**src/rtl/rv_pkg.sv**
```systemverilog
// Shared RV32I decode-stage definitions: opcodes, bubble encoding, sequencer states, J-immediate.
package rv_pkg;

  localparam logic [6:0] OPC_LOAD   = 7'b0000011;
  localparam logic [6:0] OPC_STORE  = 7'b0100011;
  localparam logic [6:0] OPC_OPIMM  = 7'b0010011;
  localparam logic [6:0] OPC_OP     = 7'b0110011;
  localparam logic [6:0] OPC_BRANCH = 7'b1100011;
  localparam logic [6:0] OPC_JAL    = 7'b1101111;
  localparam logic [6:0] OPC_JALR   = 7'b1100111;

  localparam logic [31:0] NOP_INSTR = 32'h00000013;

  typedef enum logic [1:0] {
    ST_RUN,
    ST_LU_STALL,
    ST_FLUSH
  } issue_state_e;

  // Sign-extended J-type immediate of a JAL instruction.
  function automatic logic [31:0] j_imm(input logic [31:0] instr);
    return {{11{instr[31]}}, instr[31], instr[19:12], instr[20], instr[30:21], 1'b0};
  endfunction

endpackage

```
**src/rtl/hazard_unit.sv**
```systemverilog
// Load-use hazard detect: the instruction in ID reads a register that the load in EX writes.
module hazard_unit
  import rv_pkg::*;
(
  input  logic       id_valid,
  input  logic [6:0] opcode,
  input  logic [4:0] rs1,
  input  logic [4:0] rs2,
  input  logic       ex_is_load,
  input  logic [4:0] ex_rd,
  output logic       lu_hazard
);

  logic use_rs1;
  logic use_rs2;

  // Decode which source fields the opcode actually reads, then compare against the load target.
  always_comb begin
    use_rs1 = 1'b0;
    use_rs2 = 1'b0;
    case (opcode)
      OPC_LOAD, OPC_OPIMM, OPC_JALR: use_rs1 = 1'b1;
      OPC_STORE, OPC_OP, OPC_BRANCH: begin
        use_rs1 = 1'b1;
        use_rs2 = 1'b1;
      end
      default: ;
    endcase
    lu_hazard = id_valid & ex_is_load & (ex_rd != '0) &
                ((use_rs1 & (rs1 == ex_rd)) | (use_rs2 & (rs2 == ex_rd)));
  end

endmodule

```
**src/rtl/issue_ctrl.sv**
```systemverilog
// Decode-stage sequencer: owns IF/ID, resolves load-use stalls and JAL/EX redirects, counts events.
module issue_ctrl
  import rv_pkg::*;
#(
  parameter int unsigned FLUSH_CYCLES = 1,
  parameter int unsigned CNT_W        = 16,
  parameter logic [31:0] NOP_INSTR    = rv_pkg::NOP_INSTR
) (
  input  logic             clk_i,
  input  logic             rst_i,
  input  logic             if_valid_i,
  input  logic [31:0]      if_instr_i,
  input  logic [31:0]      if_pc_i,
  output logic             if_ready_o,
  output logic             id_valid_o,
  output logic [31:0]      id_instr_o,
  output logic [31:0]      id_pc_o,
  output logic             id_bubble_o,
  input  logic             ex_is_load_i,
  input  logic [4:0]       ex_rd_i,
  input  logic             ex_redirect_i,
  input  logic [31:0]      ex_target_i,
  output logic             pc_stall_o,
  output logic             pc_redirect_o,
  output logic [31:0]      pc_target_o,
  output logic [CNT_W-1:0] stall_cnt_o,
  output logic [CNT_W-1:0] flush_cnt_o
);

  localparam logic [2:0]   FLUSH_INIT = 3'(FLUSH_CYCLES);
  localparam issue_state_e REDIR_NEXT = (FLUSH_CYCLES == 0) ? ST_RUN : ST_FLUSH;

  issue_state_e     state_q, state_d;
  logic [2:0]       fcnt_q, fcnt_d;
  logic             id_valid_q;
  logic [31:0]      id_instr_q;
  logic [31:0]      id_pc_q;
  logic [CNT_W-1:0] stall_cnt_q;
  logic [CNT_W-1:0] flush_cnt_q;

  logic             lu_hazard;
  logic             ld_bubble;
  logic             ld_fetch;
  logic             stall_inc;
  logic             flush_inc;

  hazard_unit u_hazard (
    .id_valid   (id_valid_q),
    .opcode     (id_instr_q[6:0]),
    .rs1        (id_instr_q[19:15]),
    .rs2        (id_instr_q[24:20]),
    .ex_is_load (ex_is_load_i),
    .ex_rd      (ex_rd_i),
    .lu_hazard  (lu_hazard)
  );

  // Event priority and next-state: EX redirect > load-use > JAL in ID > flush drain > advance.
  always_comb begin
    state_d       = state_q;
    fcnt_d        = fcnt_q;
    if_ready_o    = 1'b1;
    pc_stall_o    = 1'b0;
    pc_redirect_o = 1'b0;
    pc_target_o   = '0;
    id_bubble_o   = 1'b0;
    ld_bubble     = 1'b0;
    ld_fetch      = 1'b0;
    stall_inc     = 1'b0;
    flush_inc     = 1'b0;
    if (ex_redirect_i) begin
      pc_redirect_o = 1'b1;
      pc_target_o   = ex_target_i;
      id_bubble_o   = 1'b1;
      ld_bubble     = 1'b1;
      flush_inc     = 1'b1;
      fcnt_d        = FLUSH_INIT;
      state_d       = REDIR_NEXT;
    end else if ((state_q == ST_RUN) && lu_hazard) begin
      if_ready_o    = 1'b0;
      pc_stall_o    = 1'b1;
      id_bubble_o   = 1'b1;
      stall_inc     = 1'b1;
      state_d       = ST_LU_STALL;
    end else if ((state_q == ST_RUN) && id_valid_q && (id_instr_q[6:0] == OPC_JAL)) begin
      pc_redirect_o = 1'b1;
      pc_target_o   = id_pc_q + j_imm(id_instr_q);
      ld_bubble     = 1'b1;
      flush_inc     = 1'b1;
      fcnt_d        = FLUSH_INIT;
      state_d       = REDIR_NEXT;
    end else if (state_q == ST_FLUSH) begin
      ld_bubble     = 1'b1;
      fcnt_d        = fcnt_q - 3'd1;
      if (fcnt_q <= 3'd1) state_d = ST_RUN;
    end else begin
      ld_fetch      = 1'b1;
      state_d       = ST_RUN;
    end
  end

  // Sequencer state and flush down-counter.
  always_ff @(posedge clk_i) begin
    if (rst_i) begin
      state_q <= ST_RUN;
      fcnt_q  <= '0;
    end else begin
      state_q <= state_d;
      fcnt_q  <= fcnt_d;
    end
  end

  // IF/ID register: bubble on redirect/flush, load fetch on advance, otherwise hold.
  always_ff @(posedge clk_i) begin
    if (rst_i) begin
      id_valid_q <= 1'b0;
      id_instr_q <= NOP_INSTR;
      id_pc_q    <= '0;
    end else if (ld_bubble) begin
      id_valid_q <= 1'b0;
      id_instr_q <= NOP_INSTR;
      id_pc_q    <= '0;
    end else if (ld_fetch) begin
      id_valid_q <= if_valid_i;
      id_instr_q <= if_valid_i ? if_instr_i : NOP_INSTR;
      id_pc_q    <= if_pc_i;
    end
  end

  // Saturating event counters.
  always_ff @(posedge clk_i) begin
    if (rst_i) begin
      stall_cnt_q <= '0;
      flush_cnt_q <= '0;
    end else begin
      if (stall_inc && (stall_cnt_q != '1)) stall_cnt_q <= stall_cnt_q + CNT_W'(1);
      if (flush_inc && (flush_cnt_q != '1)) flush_cnt_q <= flush_cnt_q + CNT_W'(1);
    end
  end

  assign id_valid_o  = id_valid_q;
  assign id_instr_o  = id_instr_q;
  assign id_pc_o     = id_pc_q;
  assign stall_cnt_o = stall_cnt_q;
  assign flush_cnt_o = flush_cnt_q;

endmodule

```
**config.mk**
```make
export PLATFORM = sky130hd
export DESIGN_NAME = issue_ctrl
export DESIGN_NICKNAME = d
export VERILOG_FILES = /design/src/rtl/rv_pkg.sv /design/src/rtl/hazard_unit.sv /design/src/rtl/issue_ctrl.sv
export SDC_FILE = /design/constraint.sdc
export NUM_CORES = 1
export LEC_CHECK = 0
export BUFFER_PORTS_ARGS = -buffer_cell sky130_fd_sc_hd__buf_4
export CORE_ASPECT_RATIO = 1.5
export CORE_UTILIZATION = 30
export CTS_BUF_LIST = sky130_fd_sc_hd__clkbuf_4
export DETAILED_ROUTE_END_ITERATION = 7
export GPL_TIMING_DRIVEN = 0
export MAX_ROUTING_LAYER = met4
export PLACE_DENSITY = 0.58
export SLEW_MARGIN = 10
export SYNTH_ARGS = -nofsm -noshare
export SYNTH_HDL_FRONTEND = slang
export SYNTH_HIERARCHICAL = 1
export SYNTH_SLANG_ARGS = --single-unit
export TNS_END_PERCENT = 50
```
**constraint.sdc**
```tcl
create_clock -name clk_i -period 3.1 [get_ports clk_i]
set_clock_uncertainty 0.1 [all_clocks]
set_input_delay 0.31 -clock clk_i [delete_from_list [all_inputs] [get_ports clk_i]]
set_output_delay 0.31 -clock clk_i [all_outputs]
set_load 0.02 [all_outputs]
```
==> results of run 1 <==
worst paths after layout:
path / start / endpoint / slack, ns
setup / recovery: id_instr_o[21] / pc_target_o[12] / -0.33
hold / removal: ex_redirect_i / state_q[0] / 0.04
setup reg to reg: id_instr_o[21] / id_pc_o[13] / 0.07
hold reg to reg: id_instr_o[11] / id_instr_o[11] / 0.37
cell type report:
type | count | area [µm²] | area share [%]
clock buffer | 9 | 67.56 | 0.6501
antenna | 1 | 2.502 | 0.02408
timing repair buffer | 335 | 2867 | 27.58
buffer | 39 | 247.7 | 2.384
multi-input combinational | 672 | 4626 | 44.50
clock inverter | 7 | 73.82 | 0.7102
inverter | 20 | 77.57 | 0.7464
tap | 264 | 330.3 | 3.178
sequential | 102 | 2102 | 20.22
cells in the final DEF, fill, tap and decap left out, types with 8 or more instances in the layout:
master         instances
buf_6                 38
a21o_1                13
a21oi_1               89
dfxtp_1               74
ha_2                   9
buf_4                230
ha_4                   8
ha_1                  17
nand2_1              157
xnor2_1               17
dlygate4sd3_1         64
a21oi_2                8
nand4_1               21
nor3_1                15
o21ai_2               15
nor2_1                58
xor2_1                34
buf_2                 10
dfxtp_2               18
clkbuf_1              17
o21ai_1                9
nand3_1               48
o21ai_0               15
inv_1                 18
dfxtp_4               10
clkbuf_4              12
cells by family (layout without fill, tap and decap cells):
group                    Yosys count  after routing  synth area share [%]
buffers and inverters             67            410                 4.338
AO/OA/AOI/OAI                    209            209                 20.90
other                              0              1                     0
AND/OR/NAND/NOR                  366            366                 26.88
adder cells (fa/ha/maj)           35             35                 7.020
multiplexers                       6              6                0.9466
flip-flops                       102            102                 32.18
XOR/XNOR                          56             56                 7.730
sequential cells by signal, indices dropped and copies added (netlist names):
signal and flops:
fcnt_q 3, flush_cnt_o 16, id_instr_o 32, id_pc_o 32
id_valid_o 1, stall_cnt_o 16, state_q 2
power groups by stage:
stage / Clock (W) / Sequential, W / Combinational [W]
finish: 0.000761 / 0.00135 / 0.000601
CTS: 0.000781 / 0.00135 / 0.000586
global placement: 0 / 0.00139 / 0.000480
global route: 0.000831 / 0.00136 / 0.000645
floorplan: 0 / 0.00140 / 0.000210
detailed placement: 0 / 0.00139 / 0.000481
what timing repair did:
item,4_1_cts,5_1_grt
setup buffers,20,11
hold buffers,64,0
resized for setup,180,78
hold endpoints to repair,64,0
pin swaps,30,29
cloned,2,1
setup endpoints to repair,55,82
tightest hold or removal path, stage by stage:
cell	delay (ns)
buf_4	0.10
or2_4	0.16
nor2_1	0.04
metal layers:
layer  GRT usage (%)  up-vias  share of wire [%]
li1                -     3636                  -
met1           26.28     3512                 39
met2           42.07      261                 51
met3           3.892       77                5.1
met4           12.74        0                5.2
met5               -        -                  0
per-stage QoR:
step / hold WS [ns] / std cells / TNS (ns) / total power [W]
6_report: 0.04317 / 1449 / -6.705 / 0.002715
5_1_grt: 0.02055 / 1449 / -10.87 / 0.002833
4_1_cts: 0.009538 / 1439 / -8.735 / 0.002722
3_5_place_dp: 0.3504 / 1343 / -16.73 / 0.001868
3_3_place_gp: 0.3414 / 1343 / -16.74 / 0.001865
2_1_floorplan: 0.3460 / 841 / 0 / 0.001612
==> results.sh, run 1 <==
export IMPL_status="finished with violations"
export IMPL_violations="negative setup slack"
export IMPL_cp_buffers_inverters=4
export IMPL_vdd_ir_drop_max_uv=228.4
export IMPL_p_comb_share_pct=22.1
export IMPL_synth_cells=841
export IMPL_seq_power_share_pct=49.8
export IMPL_cp_top_family="simple AND/OR/NAND/NOR gates"
export IMPL_yosys_area_top_type="dfxtp_1"
export IMPL_routedWlPerCell_um=18.13
export IMPL_cp_required_ns=2.69
export IMPL_synth_seq_cells=102
export IMPL_cts_root_buffer="clkbuf_4"
export IMPL_place_gp_congestion=0.9126
export IMPL_drtPass1Iterations=7
export IMPL_fin_util_pct=50.50
export IMPL_clk_pin_slew_ns=0.17
export IMPL_dieArea_mm2=0.02175
export IMPL_clock_fmax_ghz=0.2919
export IMPL_synthesis_area_mm2=0.006345
export IMPL_final_area_mm2=0.01039
export IMPL_initial_core_util_pct=30.83
export IMPL_die_w_um=120.7
export IMPL_pin_count=239
export IMPL_setup_viol=29
export IMPL_min_path_type="primary input to register"
export IMPL_yosysTopAreaCellShare_pct=32.18
export IMPL_ff2ff_path_depth=14
export IMPL_fillers=1985
export IMPL_crit_slowest_cell="dfxtp_4"
export IMPL_crit_type="register to output port"
export IMPL_crit_cells=12
export IMPL_finalCritPeriodShare_pct=110.5
export IMPL_ant_nets=0
export IMPL_synth_area_per_cell_um2=7.544
export IMPL_synth_enable_flop_cells=0
export IMPL_portBuffers=238
export IMPL_hold_viol_final=0
export IMPL_fp_dieH_um=180.1
export IMPL_cts_sinks=102
export IMPL_switching_share_pct=31.08
export IMPL_drcViolationCount=0
export IMPL_row_count=64
export IMPL_synthTopCellsByArea="dfxtp_1, nand2_1, a21oi_1, ha_1, xor2_1"
export IMPL_overflow=0
export IMPL_crit_path_start_kind="register"
export IMPL_cts_path_max_buffers=2
export IMPL_synth_cell_type_count=62
export IMPL_grt_start_max_net_pins=18
export IMPL_crit_arrival_ns=3.02
export IMPL_slowest_delay_ns=0.40
export IMPL_crit_path_end_kind="output port"
export IMPL_p_per_area_mw_per_mm2=261.2
export IMPL_layout_nets=1320
export IMPL_p_switching_w=0.0008439
export IMPL_synth_common_cells="nand2_1, dfxtp_1, a21oi_1"
export IMPL_crit_top_cell="nor2b_4"
export IMPL_worst_slew_pin_slew_ns=0.9665
export IMPL_viasPerCell=5.166
export IMPL_layout_setup_ws_ns=-0.3264
export IMPL_drv_cap=0
export IMPL_routed_wl_um=26270
export IMPL_power_leakage_nw=4.411
export IMPL_critPathMaxFanout=6
export IMPL_cts_max_level=3
export IMPL_p_int_w=0.001871
export IMPL_yosys_most_used_dff="dfxtp_1"
export IMPL_vias=7486
export IMPL_clock_latency_ns=0.50
export IMPL_gr_usage_all_layers_pct=24.27
export IMPL_cts_buffers=9
export IMPL_path_cells="buf_12 -> xor2_4 -> a2111oi_4 -> nand2_1 -> a21oi_2 -> or3b_4 -> nor2b_4 -> nor2b_4 -> buf_4 -> buf_16 -> a32o_1 -> buf_6"
export IMPL_drtIter0Drc=340
export IMPL_antenna_found_initial=1
export IMPL_cts_tree="built"
export IMPL_worstHoldPathCells=3
export IMPL_fin_crit_ns=3.426
export IMPL_grt_pass1_vias=7353
export IMPL_p_clk_share_pct=28.0
export IMPL_dp_hpwl_um=19290
export IMPL_drive_gt1_share_pct=37.67
export IMPL_synthArstFlopShare_pct=0
export IMPL_yosys_warnings=6
export IMPL_synth_most_common_cell="nand2_1"
export IMPL_coreArea_mm2=0.02058
export IMPL_yosysSeqAreaShare_pct=32.18
export IMPL_slew_limit_headroom_pct=35.57
export IMPL_grt_pass1_wl_um=39590
export IMPL_place_ws_ns=-0.8859
export IMPL_placed_cell_area_mm2=0.008467
export IMPL_grt_setup_unrepaired="yes"
export IMPL_syn_nets=982
export IMPL_areaGrowthSynthToFinish_pct=63.81
export IMPL_maxSlewViolCount=0
Power figures use the tool's default switching activity.
==> run 2, diff against run 1 <==
--- a/config.mk
+++ b/config.mk
@@ -12,10 +12,9 @@
 export DETAILED_ROUTE_END_ITERATION = 7
 export GPL_TIMING_DRIVEN = 0
 export MAX_ROUTING_LAYER = met4
-export PLACE_DENSITY = 0.58
+export PLACE_DENSITY = 0.59
 export SLEW_MARGIN = 10
 export SYNTH_ARGS = -nofsm -noshare
 export SYNTH_HDL_FRONTEND = slang
-export SYNTH_HIERARCHICAL = 1
 export SYNTH_SLANG_ARGS = --single-unit
 export TNS_END_PERCENT = 50
==> results.sh, run 2 <==
export IMPL_dp_cells=1286
export IMPL_dieArea_mm2=0.02088
export IMPL_cts_tree="built"
export IMPL_finalCritPeriodShare_pct=107.1
export IMPL_drcViolationCount=0
export IMPL_synth_most_common_cell="nand2_1"
export IMPL_critPathLaunch="id_instr_o[21]"
export IMPL_cp_required_ns=2.69
export IMPL_grt_setup_unrepaired="yes"
export IMPL_synth_cells=789
export IMPL_yosysTopAreaCellShare_pct=33.53
export IMPL_power_leakage_nw=4.215
export IMPL_rr_startpoint="id_instr_o[21]"
export IMPL_synth_common_cells="nand2_1, dfxtp_1, a21oi_1"
export IMPL_grt_start_max_net_pins=17
export IMPL_crit_path_end_kind="output port"
export IMPL_synthesis_area_mm2=0.006090
export IMPL_viasPerCell=5.037
export IMPL_synth_area_per_cell_um2=7.718
export IMPL_worst_slew_pin_slew_ns=0.8768
export IMPL_areaGrowthSynthToFinish_pct=66.26
export IMPL_cts_max_level=3
export IMPL_synthTopCellsByArea="dfxtp_1, nand2_1, a21oi_1, ha_1, xnor2_1"
export IMPL_cts_root_buffer="clkbuf_4"
export IMPL_place_gp_congestion=0.9186
export IMPL_vdd_ir_drop_max_uv=189.9
export IMPL_initial_core_util_pct=30.66
export IMPL_p_per_area_mw_per_mm2=269.9
export IMPL_fin_cells=1419
export IMPL_rrSetupSlack_ns=0.47
export IMPL_drtPass1Iterations=5
export IMPL_placed_cell_area_mm2=0.008195
export IMPL_yosysSeqAreaShare_pct=33.53
export IMPL_vias=7147
export IMPL_maxSlewViolCount=0
export IMPL_violations="negative setup slack"
export IMPL_yosys_most_used_dff="dfxtp_1"
export IMPL_syn_nets=930
export IMPL_drv_cap=0
export IMPL_pin_count=239
export IMPL_crit_path_start_kind="register"
export IMPL_clock_fmax_ghz=0.3013
export IMPL_final_area_mm2=0.01012
export IMPL_whs_ns=0.1094
export IMPL_min_delay_start="ex_redirect_i"
export IMPL_synth_enable_flop_cells=0
export IMPL_row_count=63
export IMPL_ant_nets=0
export IMPL_grt_pass1_wl_um=36630
export IMPL_crit_type="register to output port"
export IMPL_layout_setup_ws_ns=-0.2189
export IMPL_status="finished with violations"
export IMPL_coreArea_mm2=0.01986
export IMPL_slew_limit_headroom_pct=41.55
export IMPL_cts_path_max_buffers=2
export IMPL_cts_sinks=102
export IMPL_synth_seq_cells=102
export IMPL_yosys_area_top_type="dfxtp_1"
export IMPL_dp_hpwl_um=17920
export IMPL_routed_wl_um=24310
export IMPL_antenna_found_initial=1
export IMPL_layout_common_cells="buf_4, nand2_1, a21oi_1, dfxtp_1, dlygate4sd3_1"
export IMPL_synth_cell_type_count=68
export IMPL_drive_gt1_share_pct=38.17
export IMPL_finalPower_w=0.002733
export IMPL_critPathMaxFanout=3
export IMPL_routedWlPerCell_um=17.13
export IMPL_fin_crit_ns=3.319
export IMPL_overflow=0
export IMPL_fp_dieH_um=176.5
export IMPL_hold_viol_final=0
export IMPL_gr_usage_all_layers_pct=23.27
export IMPL_portBuffers=237
export IMPL_layout_nets=1295
export IMPL_clock_latency_ns=0.47
export IMPL_synthArstFlopShare_pct=0
export IMPL_min_path_type="primary input to register"
export IMPL_yosys_warnings=0
export IMPL_mostFrequentLayoutCell="buf_4"
export IMPL_die_w_um=118.3
export IMPL_cts_buffers=9
export IMPL_drtIter0Drc=358
export IMPL_grt_pass1_vias=6995
export IMPL_clk_pin_slew_ns=0.16
export IMPL_crit_arrival_ns=2.91
export IMPL_setup_viol=9
run 2: cell types whose count changed after synthesis, sizes merged, moves of 6 or more:
cell	previous run	this run
nand4	21	12
o31ai	8	2
and4	7	1
xor2	37	23
nand3	54	47
nor2	63	50
xnor2	19	38
a21oi	99	92
clkbuf	33	25
run 2: per-layer routing:
layer | track usage [%] | up-vias | part of all wire, %
met2 | 43.01 | 228 | 54
met1 | 23.91 | 3368 | 38
met5 | - | - | 0
met3 | 3.585 | 60 | 4.2
li1 | - | 3491 | -
met4 | 11.06 | 0 | 4.1
run 2: cell families after synthesis:
group           Yosys count  synth area share, %
simple gates            326                25.27
compound gates          202                20.44
flops                   102                33.53
xor+xnor                 61                8.773
buf+inv                  61                4.335
fa+ha+maj                35                7.315
mux                       2               0.3288
run 2: worst paths after layout:
kind	to	cells after the start
worst min-delay path	fcnt_q[0]	3
worst max-delay path	pc_target_o[31]	12
worst max register to register	stall_cnt_o[9]	11
worst min register to register	id_instr_o[8]	2
run 2: timing repair:
item                                   4_1_cts  5_1_grt
endpoints found under the hold margin       65        0
hold buffers                                65        0
gates resized for setup                    115       59
setup endpoints to repair                   32       27
pin swaps                                   28       47
buffers inserted                            36       20
run 2: through the flow:
stage	TNS (ns)	utilization, %	setup slack [ns]
after floorplan	0	-	0.002387
after global placement	-2.025	41.26	-0.3227
after detailed placement	-2.327	41.26	-0.3098
after CTS	-2.751	48.90	-0.3456
after global routing	-3.958	50.97	-0.3775
final	-1.254	50.97	-0.2189
run 2: area by class of cell:
cell class / count / area [µm²]
Inverter: 20 / 80.08
Sequential cell: 102 / 2118
Multi-Input combinational cell: 626 / 4364
Clock inverter: 6 / 87.58
Timing Repair Buffer: 358 / 2880
Buffer: 37 / 198.9
Clock buffer: 9 / 67.56
Tap cell: 260 / 325.3
Fill cell: 1959 / 9739
Antenna cell: 1 / 2.502
run 2: worst max-delay path: stages (launching register included):
cell and delay (ns):
dfxtp_4 0.39, ha_4 0.14, inv_2 0.03, fa_2 0.33, nand2b_4 0.17, a21oi_4 0.16
o21ai_4 0.09, a21oi_4 0.16, a21boi_4 0.09, o211a_1 0.25, a2111o_1 0.36, o211ai_1 0.09
buf_4 0.17
run 2: power by group:
group          total (W)  internal [W]  switching [W]  leakage (nW)
Combinational   0.000584      0.000293       0.000291          3.29
Sequential       0.00135       0.00133      0.0000258         0.845
Clock           0.000798      0.000321       0.000476        0.0757
